$ cat config.mk
export PLATFORM = sky130hd
export DESIGN_NAME = debounce_sync
export DESIGN_NICKNAME = d
export VERILOG_FILES = /design/src/rtl/debounce_sync.sv
export SDC_FILE = /design/constraint.sdc
export NUM_CORES = 1
export LEC_CHECK = 0
export BUFFER_PORTS_ARGS = -buffer_cell sky130_fd_sc_hd__buf_2
export CAP_MARGIN = 5
export CORE_AREA = 2 2 39 41
export CTS_CLUSTER_SIZE = 40
export DETAILED_ROUTE_END_ITERATION = 12
export DIE_AREA = 0 0 41 43
export GPL_TIMING_DRIVEN = 0
export HOLD_SLACK_MARGIN = 0.03
export PLACE_DENSITY = 0.6
export REMOVE_ABC_BUFFERS = 1
export SLEW_MARGIN = 20
export SYNTH_ARGS = -nofsm -noshare
export SYNTH_HDL_FRONTEND = slang
export SYNTH_SLANG_ARGS = --single-unit
$ cat constraint.sdc
create_clock -name clk -period 1.8 [get_ports clk]
set_input_delay 0.09 -clock clk [delete_from_list [all_inputs] [get_ports clk]]
set_output_delay 0.09 -clock clk [all_outputs]
set_load 0.01 [all_outputs]
$ cat src/rtl/debounce_sync.sv
// ----------------------------------------------------------------------------
// debounce_sync
//   Input conditioning ahead of the d-capture flip-flop. The raw, asynchronous
//   and possibly bouncy d_in is synchronized through a flop chain. A new
//   level is accepted only after the synchronized signal has held it for
//   STABLE_CYCLES+1 consecutive cycles. The result is a clean registered
//   level q, its complement qbar, and single-cycle rise/fall event pulses.
//
//   Parameters
//     SYNC_STAGES    synchronizer depth (>= 2)
//     STABLE_CYCLES  extra consecutive cycles a new level must hold (>= 1)
//     CNT_W          qualification counter width, 2**CNT_W > STABLE_CYCLES-1
//
//   Ports
//     clk    in   single clock, all logic on posedge
//     rst_n  in   synchronous reset, active-low
//     d_in   in   raw asynchronous input
//     q      out  debounced, synchronized level (registered)
//     qbar   out  ~q
//     rise   out  one-cycle pulse in the cycle q first shows 1 (registered)
//     fall   out  one-cycle pulse in the cycle q first shows 0 (registered)
//     busy   out  high while a new level is being qualified (registered)
//
//   state     | meaning
//   ----------+-------------------------------------------------------------
//   STABLE_LO | q = 0 and the synchronized input agrees
//   CHECK_HI  | synchronized input went 1, counting toward acceptance
//   STABLE_HI | q = 1 and the synchronized input agrees
//   CHECK_LO  | synchronized input went 0, counting toward acceptance
// ----------------------------------------------------------------------------
module debounce_sync #(
   parameter int SYNC_STAGES   = 2,
   parameter int STABLE_CYCLES = 4,
   parameter int CNT_W         = 3
) (
   input  logic clk,
   input  logic rst_n,
   input  logic d_in,
   output logic q,
   output logic qbar,
   output logic rise,
   output logic fall,
   output logic busy
);

   typedef enum logic [1:0] {
      STABLE_LO = 2'd0,
      CHECK_HI  = 2'd1,
      STABLE_HI = 2'd2,
      CHECK_LO  = 2'd3
   } state_t;

   localparam logic [CNT_W-1:0] CNT_MAX = CNT_W'(STABLE_CYCLES - 1);

   logic [SYNC_STAGES-1:0] sync_q;
   logic                   sync;

   state_t           state;
   state_t           state_nx;
   logic [CNT_W-1:0] cnt;
   logic [CNT_W-1:0] cnt_nx;
   logic             q_nx;
   logic             rise_nx;
   logic             fall_nx;
   logic             busy_nx;

   always_ff @(posedge clk) begin
      if (!rst_n) begin
         sync_q <= '0;
      end else begin
         sync_q <= {sync_q[SYNC_STAGES-2:0], d_in};
      end
   end

   assign sync = sync_q[SYNC_STAGES-1];

   always_ff @(posedge clk) begin
      if (!rst_n) begin
         state <= STABLE_LO;
         cnt   <= '0;
         q     <= 1'b0;
         rise  <= 1'b0;
         fall  <= 1'b0;
         busy  <= 1'b0;
      end else begin
         state <= state_nx;
         cnt   <= cnt_nx;
         q     <= q_nx;
         rise  <= rise_nx;
         fall  <= fall_nx;
         busy  <= busy_nx;
      end
   end

   always_comb begin
      state_nx = state;
      cnt_nx   = cnt;
      q_nx     = q;
      rise_nx  = 1'b0;
      fall_nx  = 1'b0;
      case (state)
         STABLE_LO: begin
            if (sync) begin
               state_nx = CHECK_HI;
               cnt_nx   = '0;
            end
         end
         CHECK_HI: begin
            if (!sync) begin
               // bounce back to the old level: drop the candidate entirely
               state_nx = STABLE_LO;
               cnt_nx   = '0;
            end else if (cnt == CNT_MAX) begin
               state_nx = STABLE_HI;
               cnt_nx   = '0;
               q_nx     = 1'b1;
               rise_nx  = 1'b1;
            end else begin
               cnt_nx = cnt + 1'b1;
            end
         end
         STABLE_HI: begin
            if (!sync) begin
               state_nx = CHECK_LO;
               cnt_nx   = '0;
            end
         end
         CHECK_LO: begin
            if (sync) begin
               state_nx = STABLE_HI;
               cnt_nx   = '0;
            end else if (cnt == CNT_MAX) begin
               state_nx = STABLE_LO;
               cnt_nx   = '0;
               q_nx     = 1'b0;
               fall_nx  = 1'b1;
            end else begin
               cnt_nx = cnt + 1'b1;
            end
         end
         default: begin
            state_nx = STABLE_LO;
            cnt_nx   = '0;
            q_nx     = 1'b0;
         end
      endcase
      // busy is registered from the next state so it lines up with state
      busy_nx = (state_nx == CHECK_HI) || (state_nx == CHECK_LO);
   end

   assign qbar = ~q;

endmodule

==> run summary <==
The flow ran to the end, and the final reports show no timing, DRC or antenna violations. For the pin with the worst max-slew slack, the measured transition is 0.2825 ns. Setup repair after global routing left no endpoint under its margin.

In this run, placement finished with an instance count of 62. After synthesis the netlist holds a flip-flop and latch count of 10. For the number of routed nets with antenna violations, the log shows 0.

Relative to the synthesized area, the layout overhead comes to 24.30%. Measured along the y axis, the die boundary spans 43 um. Setup violations remaining at the end of the flow were counted as 0. For the number of antenna violations at the first check in global routing, the log shows 0.

The number of H-tree levels was 1; the final core utilization was 0.3608. The pin count of the biggest net entering global routing was 11; the distinct cell type count of the synthesized netlist was 19. The first detailed-routing pass ran for 3 iterations.

Counting along the longest clock path gives a buffer depth of 2. In this run the horizontal extent of the chip is 41 um. The power density of the placed cells is 929.6 nW/um^2.

The run gives 0 as the final antenna diode count. The number of buffers created by CTS was 3; the ratio of cells with drive above 1 in the final layout was 0.2549. The critical path data required time was 2.01 ns; the number of pins exceeding their max-slew limit in the final report was 0. The clock sink total was 10. The run gives 2 as the count of routing violations after the opening detailed-route iteration. The count of buffers added on input and output ports is 7.

The critical path in this run is classified as reg -> reg. The tightest hold margin is 0.1323 ns. TritonCTS built the clock tree. For the effective utilization at floorplan, the log shows 0.2902. The wire length of the first global-routing pass came out at 1.000 mm. The tools report the share of total power in combinational logic as 0.064.

For this run, the post-layout net count is 56. The element type at the critical path start was a flip-flop. The number of rows in the core area was 14; the number of warnings reported in the yosys synthesis log was 0. After clock tree synthesis, the clock-pin slew on the worst setup and hold paths is 0.07 ns. Summed over all nets, the switching power comes to 98.02 uW. Using the TritonRoute via totals, the vias-per-cell ratio works out to 4.343. IR analysis of the VDD net gives a maximum drop of 0.5935 mV. The run gives 1763 um^2 as the area of the die. For the final setup skew, the log shows 0.004278 ns.

The min-delay analysis places its worst path in the category in -> reg. The routed layout has 291 vias. The tools report the sequential group share of total power as 0.505. The minimum clock period after layout is 1.119 ns, and the global routing usage summed across all routing layers is 0.09164. The switching fraction of total power was 0.2112. The logs give 0 for the number of hold-slack violations in the final timing report and 1.33 ns for the worst endpoint data arrival time. The non-filler instance count after layout is 67, and the share of power burned in the clock network is 0.431. The run gives 265 as the via count of the first global-routing pass. Summing every instance area after synthesis gives 401.6 um^2. Walking the worst path, the cells encountered are xor2_2 > mux2i_1 > and2_1. The share of synthesized area occupied by flip-flops and latches came out at 0.4984. The post-route fraction of the period consumed by the critical path works out to 0.6215.

Dividing the detail-routed wire length by the instance count gives 9.194 um. The remaining max-slew budget at the tightest pin was 0.8115; the design internal power was 366.1 uW. The run gives 0 as the global route total overflow. The maximum cell stage delay along the critical path came out at 0.44 ns.

Max-cap violations in this run came to 0. The static leakage was 0.2159 nW. Synthesis handed over a netlist of 40 instances.

In the final timing run, aggregate negative setup slack is 0 ns. The maximum clock frequency was 893.9 MHz; the critical-path maximum fanout was 6. The post-route DRC violation count came out at 0. Cell at the root of the clock tree: clkbuf_4. For this design the top-level I/O count stands at 8.

For this block, the routed nets add up to 616 um of wire. Each instance of the synthesized netlist takes up on average 10.04 um^2. The endpoint class of the critical path is a flip-flop. The clock latency at the later pin of the worst-skew pair is 0.26 ns.

The run gives 0.6436 as the final weighted congestion in routability-driven placement. The largest individual stage delay along the critical path comes from the cell dfxtp_1. In this run the standard cell core region covers 1384 um^2.
## state kept, by name, summed over array words and instances (netlist names)
signal	count
q	1
fall	1
cnt	3
sync_q	2
rise	1
state	2
## critical path, delay by kind of cell (launching register included)
| family | cells | cell delay [ns] |
|---|---|---|
| flip-flops | 1 | 0.44 |
| XOR/XNOR | 1 | 0.29 |
| multiplexers | 1 | 0.21 |
| AND/OR/NAND/NOR | 1 | 0.13 |
## Yosys cell counts
library cell	count	area (um^2)
dfxtp_1	10	200.2
nand2_1	4	15.01
and2_1	3	18.77
nand2b_1	3	18.77
nor3b_1	3	22.52
a21oi_1	2	10.01
and3_1	2	12.51
nand3b_1	2	15.01
a21boi_0	1	7.510
and3b_1	1	8.760
clkbuf_1	1	3.750
ha_1	1	12.51
inv_1	1	3.750
mux2i_1	1	10.01
o211ai_1	1	7.510
o21a_1	1	7.510
o21ai_0	1	5.000
or2_2	1	6.260
xor2_2	1	16.27
## per-layer routing
metal,share of wire,vias to the layer above,GRT usage
met5,0,-,0
met4,0.013,0,0.06000
met3,0.096,2,0.07853
met2,0.44,11,0.1219
met1,0.45,122,0.09091
li1,-,156,-
## final timing paths
| kind | startpoint | endpoint | slack [ns] | cells after the start |
|---|---|---|---|---|
| hold reg to reg | sync_q[0] | sync_q[1] | 0.43 | 1 |
| setup reg to reg | sync_q[1] | cnt[0] | 0.68 | 3 |
| setup / recovery | sync_q[1] | cnt[0] | 0.68 | 3 |
| hold / removal | rst_n | cnt[1] | 0.13 | 2 |
## cells by family after synthesis
logic type	Yosys count	synth area share
buf+inv	2	0.01867
simple gates	19	0.2928
mux	1	0.02492
xor+xnor	1	0.04051
fa+ha+maj	1	0.03115
flops	10	0.4984
compound gates	6	0.09347
## cells in the final DEF (no fill, tap or decap)
| master | instances |
|---|---|
| a21boi_0 | 1 |
| a21oi_1 | 2 |
| and2_1 | 3 |
| and3_1 | 2 |
| and3b_1 | 1 |
| buf_2 | 7 |
| clkbuf_4 | 3 |
| clkbuf_8 | 1 |
| dfxtp_1 | 10 |
| dlygate4sd3_1 | 1 |
| ha_1 | 1 |
| inv_1 | 1 |
| mux2i_1 | 1 |
| nand2_1 | 4 |
| nand2b_1 | 3 |
| nand3b_1 | 2 |
| nor3b_1 | 3 |
| o211ai_1 | 1 |
| o21a_1 | 1 |
| o21ai_0 | 1 |
| or2_2 | 1 |
| xor2_2 | 1 |
## final cells by class
type | count | area, um^2
Clock buffer | 4 | 36.28
Timing Repair Buffer | 8 | 45.04
Fill cell | 142 | 884.6
Multi-Input combinational cell | 28 | 193.9
Tap cell | 16 | 20.02
Inverter | 1 | 3.754
Sequential cell | 10 | 200.2
## power by group through the flow
stage	logic, mW	clock network [mW]	registers [mW]
3_5_place_dp	0.0286	0	0.239
6_report	0.0299	0.200	0.234
5_1_grt	0.0335	0.221	0.235
3_3_place_gp	0.0281	0	0.239
4_1_cts	0.0303	0.210	0.234
2_1_floorplan	0.0134	0	0.241
## through the flow
| stage | instance area (um^2) | worst slack (ns) | power [mW] |
|---|---|---|---|
| floorplan | 397.9 | 0.7820 | 0.2540 |
| global placement | 452.9 | 0.6934 | 0.2674 |
| detailed placement | 452.9 | 0.6863 | 0.2680 |
| CTS | 499.2 | 0.6615 | 0.4743 |
| global route | 499.2 | 0.5599 | 0.4894 |
| finish | 499.2 | 0.6813 | 0.4641 |
## repair_timing
| item | 4_1_cts | 5_1_grt |
|---|---|---|
| gates resized for setup | 0 | 0 |
| setup buffers | 0 | 0 |
| hold endpoints to repair | 1 | 0 |
| hold buffers | 1 | 0 |
Power figures use the tool's default switching activity.
